--- src/rtl/ucie_sb_pkg.sv ---
// Shared types and constants for the UCIe sideband responder.
// Holds the FSM encoding, the delay/hold limits and the response-code flag.
package ucie_sb_pkg;

   typedef enum logic [1:0] {
      StIdle = 2'd0,
      StWait = 2'd1,
      StResp = 2'd2
   } sb_state_e;

   // Clamp keeps the response inside the initiator's 90-cycle handshake timeout.
   localparam int unsigned MAX_RSP_DELAY    = 88;
   localparam int unsigned RSP_HOLD_TIMEOUT = 150;
   localparam int unsigned HOLD_W           = $clog2(RSP_HOLD_TIMEOUT + 1);

   // Flag for the default 4-bit code; rsp_code_flag() gives it for any width.
   localparam logic [3:0]  RSP_CODE_FLAG    = 4'b1000;

   function automatic logic [31:0] rsp_code_flag(input int unsigned code_w);
      return 32'd1 << (code_w - 1);
   endfunction

endpackage

--- src/rtl/sb_down_counter.sv ---
// Loadable down-counter with zero detect; holds at zero rather than wrapping.
module sb_down_counter #(
   parameter int unsigned W = 8
) (
   input  logic         clk,
   input  logic         rst,
   input  logic         clr,
   input  logic         load,
   input  logic [W-1:0] load_val,
   input  logic         dec,
   output logic         zero
);

   logic [W-1:0] count_q;

   always_ff @(posedge clk) begin
      if (rst || clr) begin
         count_q <= '0;
      end else if (load) begin
         count_q <= load_val;
      end else if (dec && (count_q != '0)) begin
         count_q <= count_q - W'(1);
      end
   end

   assign zero = (count_q == '0);

endmodule

--- src/rtl/ucie_sb_responder.sv ---
// Sideband request responder: accepts a request, waits a programmed delay,
// then presents a flagged response until accepted or the hold timeout expires.
module ucie_sb_responder
   import ucie_sb_pkg::*;
#(
   parameter int unsigned CODE_W = 4,
   parameter int unsigned DLY_W  = 8
) (
   input  logic              clk,
   input  logic              rst,
   input  logic              en,
   input  logic              req_valid,
   input  logic [CODE_W-1:0] req_code,
   input  logic [DLY_W-1:0]  rsp_delay,
   input  logic              rsp_ready,
   output logic              rsp_valid,
   output logic [CODE_W-1:0] rsp_code,
   output logic              busy,
   output logic              err_unsup,
   output logic              err_overrun,
   output logic              err_hold_tmo
);

   localparam logic [CODE_W-1:0] CodeFlag = CODE_W'(rsp_code_flag(CODE_W));

   sb_state_e         state_q, state_d;
   logic [CODE_W-1:0] code_q, code_d;
   logic [HOLD_W-1:0] hold_q, hold_d;
   logic              rsp_valid_q;
   logic              unsup_q, unsup_d;
   logic              overrun_q, overrun_d;
   logic              hold_tmo_q, hold_tmo_d;

   logic [DLY_W-1:0]  dly_load_val;
   logic              dly_load, dly_dec, dly_clr, dly_zero;

   assign dly_load_val = (32'(rsp_delay) > MAX_RSP_DELAY) ? DLY_W'(MAX_RSP_DELAY) : rsp_delay;

   sb_down_counter #(
      .W (DLY_W)
   ) u_dly_cnt (
      .clk      (clk),
      .rst      (rst),
      .clr      (dly_clr),
      .load     (dly_load),
      .load_val (dly_load_val),
      .dec      (dly_dec),
      .zero     (dly_zero)
   );

   always_comb begin
      state_d    = state_q;
      code_d     = code_q;
      hold_d     = hold_q;
      dly_load   = 1'b0;
      dly_dec    = 1'b0;
      dly_clr    = 1'b0;
      unsup_d    = 1'b0;
      overrun_d  = 1'b0;
      hold_tmo_d = 1'b0;

      if (!en) begin
         state_d = StIdle;
         hold_d  = '0;
         dly_clr = 1'b1;
      end else begin
         unique case (state_q)
            StIdle: begin
               if (req_valid) begin
                  if (req_code[CODE_W-1]) begin
                     unsup_d = 1'b1;
                  end else begin
                     state_d  = StWait;
                     code_d   = req_code | CodeFlag;
                     dly_load = 1'b1;
                  end
               end
            end
            StWait: begin
               overrun_d = req_valid;
               if (dly_zero) begin
                  state_d = StResp;
                  hold_d  = HOLD_W'(1);
               end else begin
                  dly_dec = 1'b1;
               end
            end
            StResp: begin
               overrun_d = req_valid;
               // Handshake takes priority over an expiring hold timer.
               if (rsp_ready) begin
                  state_d = StIdle;
                  hold_d  = '0;
               end else if (hold_q == HOLD_W'(RSP_HOLD_TIMEOUT)) begin
                  state_d    = StIdle;
                  hold_d     = '0;
                  hold_tmo_d = 1'b1;
               end else begin
                  hold_d = hold_q + HOLD_W'(1);
               end
            end
            default: begin
               state_d = StIdle;
            end
         endcase
      end
   end

   always_ff @(posedge clk) begin
      if (rst) begin
         state_q     <= StIdle;
         code_q      <= '0;
         hold_q      <= '0;
         rsp_valid_q <= 1'b0;
         unsup_q     <= 1'b0;
         overrun_q   <= 1'b0;
         hold_tmo_q  <= 1'b0;
      end else begin
         state_q     <= state_d;
         code_q      <= code_d;
         hold_q      <= hold_d;
         rsp_valid_q <= (state_d == StResp);
         unsup_q     <= unsup_d;
         overrun_q   <= overrun_d;
         hold_tmo_q  <= hold_tmo_d;
      end
   end

   assign rsp_valid    = rsp_valid_q;
   assign rsp_code     = code_q;
   assign busy         = (state_q != StIdle);
   assign err_unsup    = unsup_q;
   assign err_overrun  = overrun_q;
   assign err_hold_tmo = hold_tmo_q;

endmodule
--- config.mk ---
export PLATFORM = sky130hd
export DESIGN_NAME = ucie_sb_responder
export DESIGN_NICKNAME = d
export VERILOG_FILES = /design/src/rtl/ucie_sb_pkg.sv /design/src/rtl/sb_down_counter.sv /design/src/rtl/ucie_sb_responder.sv
export SDC_FILE = /design/constraint.sdc
export NUM_CORES = 1
export LEC_CHECK = 0
export ABC_AREA = 1
export ABC_CLOCK_PERIOD_IN_PS = 2400
export CAP_MARGIN = 20
export CORE_UTILIZATION = 56
export DETAILED_ROUTE_END_ITERATION = 12
export GPL_TIMING_DRIVEN = 0
export PLACE_DENSITY = 0.84
export SLEW_MARGIN = 20
export SYNTH_ARGS = -nofsm -noshare
export SYNTH_HDL_FRONTEND = slang
export SYNTH_SLANG_ARGS = --single-unit
--- constraint.sdc ---
create_clock -name clk -period 2.4 [get_ports clk]
set_input_delay 0.48 -clock clk [delete_from_list [all_inputs] [get_ports clk]]
set_output_delay 0.48 -clock clk [all_outputs]
set_load 0.05 [all_outputs]
# Word level (Yosys, flattened, before mapping)
# Cells that the tools add are included.
[word_totals] reg_bits=26
[op_classes] add_sub_neg=2 order_cmp=1 n_eq_ne=5 mux=24 bitwise_logic=6 reduce_logical=15
[op_table] cell="2-to-1 mux 8 bit" n=6
[op_table] cell="case mux 8 bit (2 select lines)" n=1
[op_table] cell="2-to-1 mux 2 bit" n=6
[op_table] cell="2-to-1 mux 1 bit" n=10
[op_table] cell="adder 8 x 1 -> 8 bit, second input constant" n=1
[op_table] cell="== test 8 bit, second input constant" n=1
[op_table] cell="> comparator 8 x 7 -> 1 bit, second input constant" n=1
[op_table] cell="logical NOT 8 bit" n=1
[op_table] cell="nonzero test 8 bit" n=1
[op_table] cell="OR reduction 4 bit" n=2
[op_table] cell="subtractor 8 x 1 -> 8 bit, second input constant" n=1
[op_table] cell="NOT 1 bit" n=6
[op_table] cell="case mux 2 bit (3 select lines)" n=1
[op_table] cell="nonzero test 2 bit" n=3
[op_table] cell="== test 2 bit, second input constant" n=2
[op_table] cell="AND reduction 4 bit" n=1
[op_table] cell="OR reduction 2 bit" n=2
[op_table] cell="OR reduction 3 bit" n=1
[op_table] cell="== test 2 x 1 -> 1 bit, second input constant" n=1
[op_table] cell="logical NOT 2 bit" n=1
[op_table] cell="!= test 2 bit, second input constant" n=1
[op_table] cell="AND reduction 2 bit" n=1
[op_table] cell="logical AND 1 bit" n=1
[op_table] cell="logical OR 1 bit" n=1

# Longest topological paths before layout
[logic_depth] depth_word=7 depth_mapped=10

# Modules after synthesis
# Synthesis repeated with hierarchy kept, for this count alone.
[hier_totals] hier_cells=264 area_unflattened_um2=1655.3
[modules_own_cells] module="ucie_sb_responder" n_inst=1 cells_per_inst=163 area_per_inst_um2=1059.8 seq_area_each_um2=360.3
[modules_own_cells] module="sb_down_counter" n_inst=1 cells_per_inst=101 area_per_inst_um2=595.6 seq_area_each_um2=160.2

# Worst setup path before layout
# OpenSTA, ideal clock, no wires.
[synth_timing] path_kind="register -> register" startpoint="register state_q[0]" endpoint="register u_dly_cnt.count_q[5]" setup_time_ns=0.117 arrival_time_ns=1.301 setup_slack_ns=0.982 path_stages_with_launch=11 path_buffers=0 period_less_slack_ns=1.418 cell_sequence="dfxtp_1 > inv_1 > ha_1 > nand2_1 > nor2_1 > nand2_1 > clkinv_1 > nand3_1 > nand2_1 > nor2_1 > nor2_1"
[synth_between] elab_chain_cells=5 elab_cells_between_ends=9 classes_between="eq/ne: 1; mux: 5; reduce/logical: 3"
[synth_lines] item="from (decl)" line_no="ucie_sb_responder.sv:26" text="sb_state_e state_q, state_d;"
[synth_lines] item="from (signal assigned)" line_no="ucie_sb_responder.sv:111" text="state_q <= StIdle;"
[synth_lines] item="from (signal assigned)" line_no="ucie_sb_responder.sv:119" text="state_q <= state_d;"
[synth_lines] item="== test 2 x 1 -> 1 bit" line_no="ucie_sb_responder.sv:67" text="unique case (state_q)"
[synth_lines] item="2-to-1 mux 1 bit" line_no="ucie_sb_responder.sv:67"
[synth_lines] item="2-to-1 mux 1 bit" line_no="ucie_sb_responder.sv:62" text="if (!en) begin"
[synth_lines] item="logical AND 1 bit" line_no="sb_down_counter.sv:21" text="end else if (dec && (count_q != '0)) begin"
[synth_lines] item="nonzero test 2 bit (no line)"
[synth_lines] item="to (signal assigned)" line_no="sb_down_counter.sv:20" text="count_q <= load_val;"
[synth_lines] item="to (signal assigned)" line_no="sb_down_counter.sv:22" text="count_q <= count_q - W'(1);"
[synth_lines] item="to (decl)" line_no="sb_down_counter.sv:14" text="logic [W-1:0] count_q;"
# Parallel ways exist; a longest one is shown, timed or not.
# A chain may end at the register's enable or synchronous reset.

# Final worst setup path
[layout_timing] startpoint="register state_q[0]" endpoint="output busy"
[layout_between] elab_chain_cells=1
[layout_lines] item="nonzero test 2 bit" line_no="ucie_sb_responder.sv:131" text="assign busy = (state_q != StIdle);"
[layout_lines] item="to (decl)" line_no="ucie_sb_responder.sv:18" text="output logic busy,"
# No other way between the ends.

==> flow_summary_export.csv <==
group,metric,value,unit
floorplan,ios,26,
timing,relSlewSlack,66.6,%
floorplan,core_area,2520,um^2
synth,synth_top_cells_by_area,"dfxtp_1 (34%), nand2_1 (14%), nor2_1 (8.4%)",
placement,dp.cells,285,
clocking,cts_buffer_depth,2,
power_and_ir_drop,p_leak,0.000770,uW
synth,synth.most_common_cell,"nand2_1",
placement,place.gp.congestion,0.837,
floorplan,die_area,2930,um^2
final_layout,multi_input_area,867,um^2
synth,ys.flop_type,"dfxtp_1",
final_layout,area_growth,21.2,%
timing,final.setup.worst_slack,278,ps
timing,rsz0062_at_grt,"no",
final_layout,final_area,1840,um^2
power_and_ir_drop,power.density,448,nW/um^2
global_route,grt_pass1_wl,5470,um
worst_setup_path,crit_arrival,1640,ps
routing,drtPass1Iterations,4,
worst_setup_path,critPathMaxFanout,3,
routing,drt_wl_total,3280,um
clocking,ctsHoldBuffers,0,
routing,drt_iter0_markers,37,
global_route,grt_pass1_vias,1348,
synth,ys_seq_area_share,34.2,%
floorplan,rows,18,
routing,drc,0,
final_layout,regArea,520,um^2
placement,pre_cts_ws,377,ps
placement,dpl-instance-area,1810,um^2
clocking,cts_tree,"done",
run_status,status,"finished clean",
synth,syn_inst,230,
final_layout,nNetsFinal,285,
timing,fin_crit_sh,88.4,%
global_route,track_usage,25.4,%
floorplan,die_w,54.1,um
clocking,root_buffer,"clkbuf_4",
timing,fin_setup_tns,0,ps
worst_setup_path,slowest_stage,"dlygate4sd2_1",
worst_setup_path,crit_path_end_kind,"output port",
placement,dp_hpwl,2520,um
placement,portBuffers,25,
timing,period_minus_slack,2120,ps
synth,ys_async_sr_fraction,0,%
final_layout,num-fill-cells,215,
clocking,post_cts_resize_count,1,
clocking,post_cts_buffers,0,
global_route,antenna_found_initial,0,
timing,tightest_slew,500,ps
worst_setup_path,path_buf_inv,3,
floorplan,die_h,54.1,um
clocking,h-tree-depth,1,
routing,ant_nets,0,
timing,fmax,471,MHz
timing,clock_skew,7.57,ps
flow_run,drv_cap,0,
global_route,overflow,0,
timing,final-hold-violation-count,0,
final_layout,drive_above_1_share,7.72,%
timing,final_max_slew_viol_count,0,
worst_setup_path,cp_data_required_time,1920,ps
clocking,cts.clk_slew.worst_paths,140,ps
synth,synth_top_area_share,34.2,%
clocking,numCtsBuffers,3,
synth,synth_cell_types,29,
worst_setup_path,cp_cell_sequence,"inv_1 -> ha_1 -> inv_1 -> dlygate4sd2_1",
worst_setup_path,critPathKind,"register to output port",
worst_setup_path,path_common_cell,"inv_1",
routing,vias_per_cell,5.30,
synth,synth_edf_count,0,
clocking,clock-sinks,26,
timing,setup_violations,0,
min_path,hold_class,"register to register",
synth,synth_nets,255,
routing,vias,1533,
synth,syn-cell-area,1520,um^2
worst_setup_path,path_delay_family,"buffers and inverters",
clocking,clk_latency,330,ps
floorplan,initial_core_util,60.3,%
synth,yosysTopAreaCell,"dfxtp_1",
synth,syn_area_per_cell,6.62,um^2
synth,ys_ff_latch,26,
synth,yosysWarnings,0,
worst_setup_path,max_stage_delay,520,ps
final_layout,fin_cells,289,
global_route,grt_max_degree,15,
final_layout,n_antenna_cell,0,
synth,synthTopCellsByCount,"nand2_1 (55), nor2_1 (34), dfxtp_1 (26), inv_1 (26), nand3_1 (20)",
routing,wire_per_inst,11.3,um
worst_setup_path,cp-start-kind,"register",
power_and_ir_drop,ir_worst_vdd,0.353,mV
## per-stage QoR
stage               hold WS, ps  power, uW  utilization (%)
floorplan                   459        548                -
global placement            458        603             71.7
detailed placement          463        605             71.7
CTS                         486        831             73.1
global route                508        862             73.1
finish                      482        826             73.1
## metal layers
metal	GRT usage, %	up-vias	part of all wire, %
li1	-	802	-
met1	33.4	691	49
met2	40.4	36	45
met3	3.67	4	4.3
met4	11.5	0	0.82
met5	0	-	0
## state kept, by name (all words and copies together), names as in the netlist
register	cells
err_hold_tmo	1
err_overrun	1
err_unsup	1
hold_q	8
rsp_code	4
rsp_valid	1
state_q	2
u_dly_cnt.count_q	8
## report_power, final
group	total [uW]	internal (uW)	switching (uW)
sequential	447	440	6.69
combinational	150	63.0	86.6
clock	230	92.9	137
total	826	596	230
## worst reg2reg max path, delay by kind of cell (launching register included)
kind / cells / cell delay [ps]
DFF: 1 / 400
adders and majority gates: 1 / 230
and+or+nand+nor: 7 / 630
buffers and inverters: 2 / 340
## layout make-up
type,instances,share of cell area (%)
sequential,26,28.2
multi-input combinational,171,47.0
buffer,3,1.15
inverter,30,6.11
clock buffer,4,1.97
timing repair buffer,25,13.5
tap,30,2.04
## worst paths after layout
path / from / endpoint / slack [ps] / cells past startpoint
max reg2reg: state_q[0] / u_dly_cnt.count_q[5] / 700 / 10
min reg2reg: rsp_code[2] / rsp_code[2] / 480 / 2
min: rsp_code[2] / rsp_code[2] / 480 / 2
max: state_q[0] / busy / 280 / 4
## layout by cell type, fill, tap and decap left out, types with 2 or more instances in the layout
master,synthesis,final
dfxtp_1,26,26
xor2_1,3,3
nand3_1,20,20
ha_1,8,8
o21ai_0,13,13
clkdlybuf4s50_1,0,24
nand4_1,4,4
inv_2,3,3
nor2_1,34,34
a21oi_1,16,16
nand3_2,2,2
clkbuf_4,0,3
nor3_1,2,2
buf_2,2,2
nand2_2,2,2
inv_1,26,26
nand2_1,55,55
## kinds of logic after synthesis
group                    Yosys count  synth area share (%)
AND/OR/NAND/NOR                  126                  36.8
AO/OA/AOI/OAI                     34                  11.8
buffers and inverters             33                  8.80
flip-flops                        26                  34.2
adder cells (fa/ha/maj)            8                  6.58
XOR/XNOR                           3                  1.73
No activity file was read; power rests on OpenSTA's default activity.
